==> src/rtl/mem_access_sequencer.sv <==
// Memory access sequencer: turns CPU byte/word requests into 16-bit bus
// cycles, splitting misaligned words into two byte-lane cycles, with
// wait-state handling and a bounded-wait timeout. All outputs registered.
module mem_access_sequencer #(
   parameter int unsigned ADDR_W   = 16,
   parameter int unsigned WAIT_MAX = 15,
   parameter int unsigned WCNT_W   = 4
) (
   input  logic              clk,
   input  logic              reset,
   input  logic              req,
   input  logic [ADDR_W-1:0] req_addr,
   input  logic              req_word,
   input  logic              req_write,
   input  logic              mem_ready,
   output logic [ADDR_W-1:0] mem_addr,
   output logic [1:0]        mem_be,
   output logic              mem_read,
   output logic              mem_write,
   output logic              odd_address,
   output logic              word,
   output logic              phase,
   output logic              busy,
   output logic              done,
   output logic              error
);

   typedef enum logic [2:0] {
      IDLE = 3'd0,
      CYC1 = 3'd1,
      CYC2 = 3'd2,
      DONE = 3'd3,
      ERR  = 3'd4
   } state_e;

   localparam logic [WCNT_W-1:0] WAIT_LIM   = WCNT_W'(WAIT_MAX);
   localparam bit                TIMEOUT_EN = (WAIT_MAX != 0);

   state_e              state_q, state_d;
   logic [ADDR_W-1:1]   addr_q, addr_d;
   logic                odd_q, odd_d;
   logic                word_q, word_d;
   logic                write_q, write_d;
   logic [WCNT_W-1:0]   wcnt_q, wcnt_d;

   logic [ADDR_W-1:0]   mem_addr_q, mem_addr_d;
   logic [1:0]          mem_be_q, mem_be_d;
   logic                mem_read_q, mem_read_d;
   logic                mem_write_q, mem_write_d;
   logic                phase_q, phase_d;
   logic                busy_q, busy_d;
   logic                done_q, done_d;
   logic                error_q, error_d;

   logic [ADDR_W-1:0]   base_addr;

   // State, latched request fields, wait counter and registered outputs
   always_ff @(posedge clk) begin
      if (reset) begin
         state_q     <= IDLE;
         addr_q      <= '0;
         odd_q       <= 1'b0;
         word_q      <= 1'b0;
         write_q     <= 1'b0;
         wcnt_q      <= '0;
         mem_addr_q  <= '0;
         mem_be_q    <= '0;
         mem_read_q  <= 1'b0;
         mem_write_q <= 1'b0;
         phase_q     <= 1'b0;
         busy_q      <= 1'b0;
         done_q      <= 1'b0;
         error_q     <= 1'b0;
      end else begin
         state_q     <= state_d;
         addr_q      <= addr_d;
         odd_q       <= odd_d;
         word_q      <= word_d;
         write_q     <= write_d;
         wcnt_q      <= wcnt_d;
         mem_addr_q  <= mem_addr_d;
         mem_be_q    <= mem_be_d;
         mem_read_q  <= mem_read_d;
         mem_write_q <= mem_write_d;
         phase_q     <= phase_d;
         busy_q      <= busy_d;
         done_q      <= done_d;
         error_q     <= error_d;
      end
   end

   // Next state: request capture, wait counting, split and timeout decisions
   always_comb begin
      state_d = state_q;
      addr_d  = addr_q;
      odd_d   = odd_q;
      word_d  = word_q;
      write_d = write_q;
      wcnt_d  = wcnt_q;
      case (state_q)
         IDLE: begin
            if (req) begin
               addr_d  = req_addr[ADDR_W-1:1];
               odd_d   = req_addr[0];
               word_d  = req_word;
               write_d = req_write;
               wcnt_d  = '0;
               state_d = CYC1;
            end
         end
         CYC1, CYC2: begin
            if (mem_ready) begin
               if (state_q == CYC1 && odd_q && word_q) begin
                  state_d = CYC2;
                  wcnt_d  = '0;
               end else begin
                  state_d = DONE;
               end
            end else begin
               wcnt_d = wcnt_q + WCNT_W'(1);
               if (TIMEOUT_EN && wcnt_q == WAIT_LIM) begin
                  state_d = ERR;
               end
            end
         end
         DONE, ERR: state_d = IDLE;
         default:   state_d = IDLE;
      endcase
   end

   // Outputs decoded from the upcoming state so they appear registered
   always_comb begin
      base_addr   = {addr_d, 1'b0};
      mem_addr_d  = '0;
      mem_be_d    = '0;
      mem_read_d  = 1'b0;
      mem_write_d = 1'b0;
      phase_d     = 1'b0;
      busy_d      = 1'b0;
      done_d      = 1'b0;
      error_d     = 1'b0;
      case (state_d)
         CYC1: begin
            busy_d      = 1'b1;
            mem_addr_d  = base_addr;
            mem_read_d  = !write_d;
            mem_write_d = write_d;
            if (odd_d)       mem_be_d = 2'b10;
            else if (word_d) mem_be_d = 2'b11;
            else             mem_be_d = 2'b01;
         end
         CYC2: begin
            busy_d      = 1'b1;
            phase_d     = 1'b1;
            mem_addr_d  = base_addr + ADDR_W'(2);
            mem_be_d    = 2'b01;
            mem_read_d  = !write_d;
            mem_write_d = write_d;
         end
         DONE:    done_d  = 1'b1;
         ERR:     error_d = 1'b1;
         default: ;
      endcase
   end

   assign mem_addr    = mem_addr_q;
   assign mem_be      = mem_be_q;
   assign mem_read    = mem_read_q;
   assign mem_write   = mem_write_q;
   assign odd_address = odd_q;
   assign word        = word_q;
   assign phase       = phase_q;
   assign busy        = busy_q;
   assign done        = done_q;
   assign error       = error_q;

endmodule
==> config.mk <==
export PLATFORM = sky130hd
export DESIGN_NAME = mem_access_sequencer
export DESIGN_NICKNAME = d
export VERILOG_FILES = /design/src/rtl/mem_access_sequencer.sv
export SDC_FILE = /design/constraint.sdc
export NUM_CORES = 1
export LEC_CHECK = 0
export BUFFER_PORTS_ARGS = -buffer_cell sky130_fd_sc_hd__buf_2
export CAP_MARGIN = 15
export CORE_ASPECT_RATIO = 0.8
export CORE_UTILIZATION = 35
export DETAILED_ROUTE_END_ITERATION = 10
export HOLD_SLACK_MARGIN = 0.05
export RECOVER_POWER = 25
export SYNTH_ARGS = -nofsm -noshare
export SYNTH_HDL_FRONTEND = slang
export SYNTH_SLANG_ARGS = --single-unit
==> constraint.sdc <==
create_clock -name clk -period 2.7 [get_ports clk]
set_input_delay 0.135 -clock clk [delete_from_list [all_inputs] [get_ports clk]]
set_output_delay 0.135 -clock clk [all_outputs]
set_load 0.1 [all_outputs]
==> results of run 1 <==
[tightest hold or removal path, stage by stage]
cell and delay [ns]:
buf_2 0.10, nand2_1 0.05, a21oi_1 0.07
[cell usage in the layout (no fill, tap or decap), types with 2 or more instances in the layout]
| master | n |
|---|---|
| xnor2_1 | 8 |
| o21a_1 | 7 |
| ha_1 | 2 |
| a211oi_1 | 2 |
| nor3_1 | 3 |
| a21oi_1 | 5 |
| mux2i_1 | 17 |
| clkbuf_8 | 7 |
| o21ai_1 | 6 |
| nand3_1 | 10 |
| a31oi_1 | 3 |
| o211ai_1 | 2 |
| nor4_1 | 2 |
| nand2b_1 | 4 |
| clkbuf_1 | 18 |
| nand4_1 | 3 |
| nor2_1 | 27 |
| dfxtp_1 | 48 |
| mux2_2 | 2 |
| inv_1 | 4 |
| xor2_1 | 2 |
| and3_1 | 5 |
| nand2_1 | 9 |
| and2_1 | 3 |
| a22oi_1 | 2 |
| nor3_4 | 2 |
| buf_2 | 28 |
| buf_4 | 7 |
| o22ai_1 | 11 |
[cell type report]
cell class | instances | area [um2]
fill | 612 | 3400
multi-input combinational | 160 | 1130
sequential | 48 | 961
timing repair buffer | 53 | 260
tap | 81 | 101
clock buffer | 7 | 96.3
inverter | 6 | 22.5
[worst paths after layout]
kind	end	cells past startpoint	slack [ns]	startpoint
worst min-delay path	word	3	0.1	req_word
worst min register to register	word	2	0.49	word
worst max register to register	mem_addr[13]	8	0.37	state_q[2]
worst max-delay path	mem_addr[13]	8	0.37	state_q[2]
[sequential cells by signal, summed over array words and instances (netlist names), 2 cells and up]
name and count:
mem_be 2, wcnt_q 4, addr_q 15, mem_addr 15, state_q 3
[logic make-up (layout without fill, tap and decap cells)]
logic type,count (synthesis),in the layout,share of synthesized area [%]
simple gates,74,74,18.5
buf+inv,17,66,5.08
mux,19,19,8.79
other cells,1,1,0.171
flops,48,48,43.8
xor+xnor,10,10,4.00
fa+ha+maj,2,2,1.14
compound gates,54,54,18.5
[metrics by stage]
step | hold slack [ns] | setup WS (ns) | power, uW
5_1_grt | 0.105 | 0.231 | 2080
2_1_floorplan | 0.290 | 0.197 | 1410
3_5_place_dp | 0.419 | 0.379 | 1540
6_report | 0.0984 | 0.366 | 1980
4_1_cts | 0.0951 | 0.373 | 2000
3_3_place_gp | 0.418 | 0.480 | 1540
[power breakdown]
part	internal, uW	switching (uW)
logic	162	538
clock network	228	238
registers	779	35.0
total	1170	811
[routing by layer]
layer / track usage, % / share of wire, % / vias to the layer above
met5: 0 / 0 / -
met4: 6.63 / 1.9 / 0
met3: 4.79 / 6.2 / 12
met2: 25.1 / 41 / 56
met1: 22.7 / 51 / 840
li1: - / - / 913
==> flow_summary.toml, run 1 <==
[run_status]
status = "complete, no violations"

[timing]
clock.fmax_mhz = 429
relSlewSlack_pct = 21.9
slew_violations = 0
rsz0062_at_grt = "no"
finalSetupTns_ns = 0
finClkSkew_ns = 0.00803
finalSetupViolCount = 0
fin_crit_ns = 2.33
final_hold_viol_count = 0
worst_slew_pin_slew_ns = 1.18
min_period_over_period_pct = 86.4

[synthesis]
syn_area_per_cell_um2 = 9.74
synth-edff-count = 0
synth_top_cell_by_area = "dfxtp_1"
netlist.area_leader.share_pct = 43.8
ys_top_cells_by_count = "dfxtp_1, nor2_1, mux2i_1"
ys_ff_latch = 48
syn_area_mm2 = 0.00219
ys.flop_type = "dfxtp_1"
syn-instance-count = 225
synth_area_leaders = "dfxtp_1, mux2i_1, nor2_1"
ys_async_sr_fraction_pct = 0
ys_seq_area_share_pct = 43.8
synth_most_common_cell = "dfxtp_1"
synth_cell_types = 54
ys_warn_count = 0
synth.net_count = 249

[cts]
insertion_delay_ns = 0.31
clk_pin_slew_ns = 0.08
cts_resized = 0
numCtsBuffers = 5
cts_setup_buffers = 0
htree_levels = 2
cts_tree = "done"
cts_buffer_depth = 2
root_buffer = "clkbuf_8"
cts-hold-fix-buffers = 0
cts_sinks = 48

[die]
die_area_mm2 = 0.00659
start_util_pct = 36.7
die_y_um = 72.8
rows = 25
pin_count = 48
core_mm2 = 0.00597
die_w_um = 90.5

[setup_path]
path_max_fanout = 9
crit_path_end_kind = "flop"
cpLargestDelayFamily = "simple AND/OR/NAND/NOR gates"
cp.required_ns = 2.90
critical_path_buf_inv_count = 1
worstSetupPathType = "flop to flop"
path_cells = "nor4b_4 > mux2i_1 > inv_1 > ha_1 > nor4b_2 > or2_1 > o21ai_0 > a32o_1"
cp_data_arrival_time_ns = 2.53
critPathMaxStageDelay_ns = 0.43
startpoint_type = "flop"
crit_slowest_cell = "dfxtp_1"

[finish]
final_core_util_pct = 43.0
final_nets = 298
layout-drive-gt1-share_pct = 21.2
fin_area_mm2 = 0.00257
num_antenna_cells = 0
fin_cells = 355
syn_to_final_growth_pct = 17.2

[pwr]
peakVddDrop_uv = 372
power_density_mw_per_mm2 = 771
leakagePower_uw = 0.00104

[detailed_routing]
final_antenna_net_count = 0
drt-initial-drc-count = 83
via_per_inst = 5.13
wl_per_cell_um = 14.6
routed_wl_mm = 5.19
drc = 0
vias = 1821
first_pass_iters = 4

[global_route]
antenna_found_initial = 0
overflow = 0
grtUsageTotal_pct = 16.7
grt_pass1_wl_mm = 8.63
grt_max_degree = 25
grt_pass1_vias = 1742

[placed_design]
globalplace.congestion = 0.845
port_buffers = 46
hpwl_mm = 3.70
placed_area_mm2 = 0.00250
dp.cells = 348

[worst_hold_path]
hold_class = "input pin to flop"

[job]
cap_viol_max_count = 0
Note: power is estimated with default switching activity, not from simulation.
==> run 2: changes to the inputs <==
--- a/config.mk
+++ b/config.mk
@@ -12,6 +12,7 @@
 export DETAILED_ROUTE_END_ITERATION = 10
 export HOLD_SLACK_MARGIN = 0.05
 export RECOVER_POWER = 25
+export REMOVE_ABC_BUFFERS = 1
 export SYNTH_ARGS = -nofsm -noshare
 export SYNTH_HDL_FRONTEND = slang
 export SYNTH_SLANG_ARGS = --single-unit
==> run 2 against run 1 <==
Effect of this change: via count is 1.6% lower; critical endpoint unchanged; maximum frequency shrank 1.1%; largest power group unchanged; critical path depth unchanged; critical path type unchanged; combinational power down 0.7%; core utilization decreased by 0.21 points; sequential cell count is the same; global-route usage decreased by 1.2 points.
==> flow_summary.toml, run 2 (synthesized netlist as in run 1, its figures left out) <==
[placed_design]
place_ws_ns = 0.350
port_buffers = 46
placed_area_mm2 = 0.00249
globalplace.congestion = 0.794
hpwl_mm = 3.67

[finish]
seqCellArea_um2 = 961
multiInputGateArea_mm2 = 0.00113
final_cell_mix = "dfxtp_1, buf_2, nor2_1"
syn_to_final_growth_pct = 16.7
fin_area_mm2 = 0.00256
nFillCells = 609
layout-drive-gt1-share_pct = 20.9
num_antenna_cells = 0
final_common_cell = "dfxtp_1"
final_nets = 297

[setup_path]
crit_path_end_kind = "flop"
startpoint_type = "flop"
cp_data_arrival_time_ns = 2.55
cp.required_ns = 2.89
worstSetupPathType = "flop to flop"
path_max_fanout = 9

[detailed_routing]
routed_wl_mm = 4.90
drc = 0
drt-initial-drc-count = 62
via_per_inst = 5.06
vias = 1792
first_pass_iters = 4
final_antenna_net_count = 0
wl_per_cell_um = 13.8

[global_route]
grt_max_degree = 25
grt_pass1_wl_mm = 7.93
grt_pass1_vias = 1663
overflow = 0
grtUsageTotal_pct = 15.5
antenna_found_initial = 0

[cts]
cts_setup_buffers = 0
cts_buffer_depth = 2
cts_sinks = 48
numCtsBuffers = 5
cts_tree = "done"
insertion_delay_ns = 0.30
clk_pin_slew_ns = 0.09
root_buffer = "clkbuf_8"
cts-hold-fix-buffers = 0
cts_resized = 0
htree_levels = 2

[timing]
fin_ws_ns = 0.342
fin_crit_ns = 2.36
rsz0062_at_grt = "no"
relSlewSlack_pct = 22.5
min_period_over_period_pct = 87.3
finClkSkew_ns = 0.00975
worst_slew_pin_slew_ns = 1.17
finalSetupTns_ns = 0
clock.fmax_mhz = 424
slew_violations = 0
final_hold_viol_count = 0
hold_ws_ns = 0.0922
finalSetupViolCount = 0

[die]
rows = 25
die_area_mm2 = 0.00659
start_util_pct = 36.7
die_w_um = 90.5
core_mm2 = 0.00597
die_y_um = 72.8
pin_count = 48

[pwr]
leakagePower_uw = 0.00103
p_sw_uw = 796
pwr-share-comb_pct = 35.8
power_uw = 1940
peakVddDrop_uv = 179
pwr-share-seq_pct = 41.9
p_int_uw = 1140
p_clk_share_pct = 22.3
switching_share_pct = 41.1
power_density_mw_per_mm2 = 758

[worst_hold_path]
hold_class = "input pin to flop"

[run_status]
status = "complete, no violations"

[job]
cap_viol_max_count = 0
## run 2: changes by cell type in the layout (fill, tap and decap cells not counted)
cell      change
buf_4         -1
clkbuf_8      -1
clkinv_4      +1
## run 2: per-stage QoR
step / utilization [%] / std cells
floorplan: - / 214
global placement: 41.7 / 347
detailed placement: 41.7 / 347
CTS: 43.2 / 354
global route: 42.8 / 354
finish: 42.8 / 354
## run 2: final timing paths
| check | startpoint | endpoint | slack, ns | cells past startpoint |
|---|---|---|---|---|
| setup / recovery | state_q[2] | mem_addr[13] | 0.34 | 8 |
| setup reg to reg | state_q[2] | mem_addr[13] | 0.34 | 8 |
| hold / removal | req_word | word | 0.09 | 3 |
| hold reg to reg | word | word | 0.50 | 2 |
## run 2: area by class of cell
class | instances | share of cell area (%)
tap | 81 | 3.96
inverter | 6 | 0.881
sequential | 48 | 37.6
timing repair buffer | 52 | 9.88
multi-input combinational | 160 | 44.1
clock inverter | 1 | 0.342
clock buffer | 6 | 3.23
## run 2: critical path: stages (launching register included)
cell     delay (ns)
dfxtp_1        0.42
nor4b_4        0.39
mux2i_1        0.18
inv_1          0.09
ha_1           0.21
nor4b_2        0.42
or2_1          0.19
o21ai_0        0.08
a32o_1         0.27
## run 2: power groups by stage
stage / combinational, uW / sequential, uW / clock [uW]
floorplan: 256 / 1130 / 0
global placement: 703 / 827 / 0
detailed placement: 705 / 828 / 0
CTS: 705 / 812 / 450
global route: 734 / 821 / 474
finish: 695 / 812 / 432
## run 2: metal layers
| layer | up-vias | GRT usage (%) | wire [um] |
|---|---|---|---|
| met4 | 0 | 5.38 | 25 |
| met5 | - | 0 | 0 |
| met2 | 50 | 23.6 | 2110 |
| li1 | 915 | - | - |
| met3 | 3 | 3.75 | 224 |
| met1 | 824 | 21.6 | 2540 |
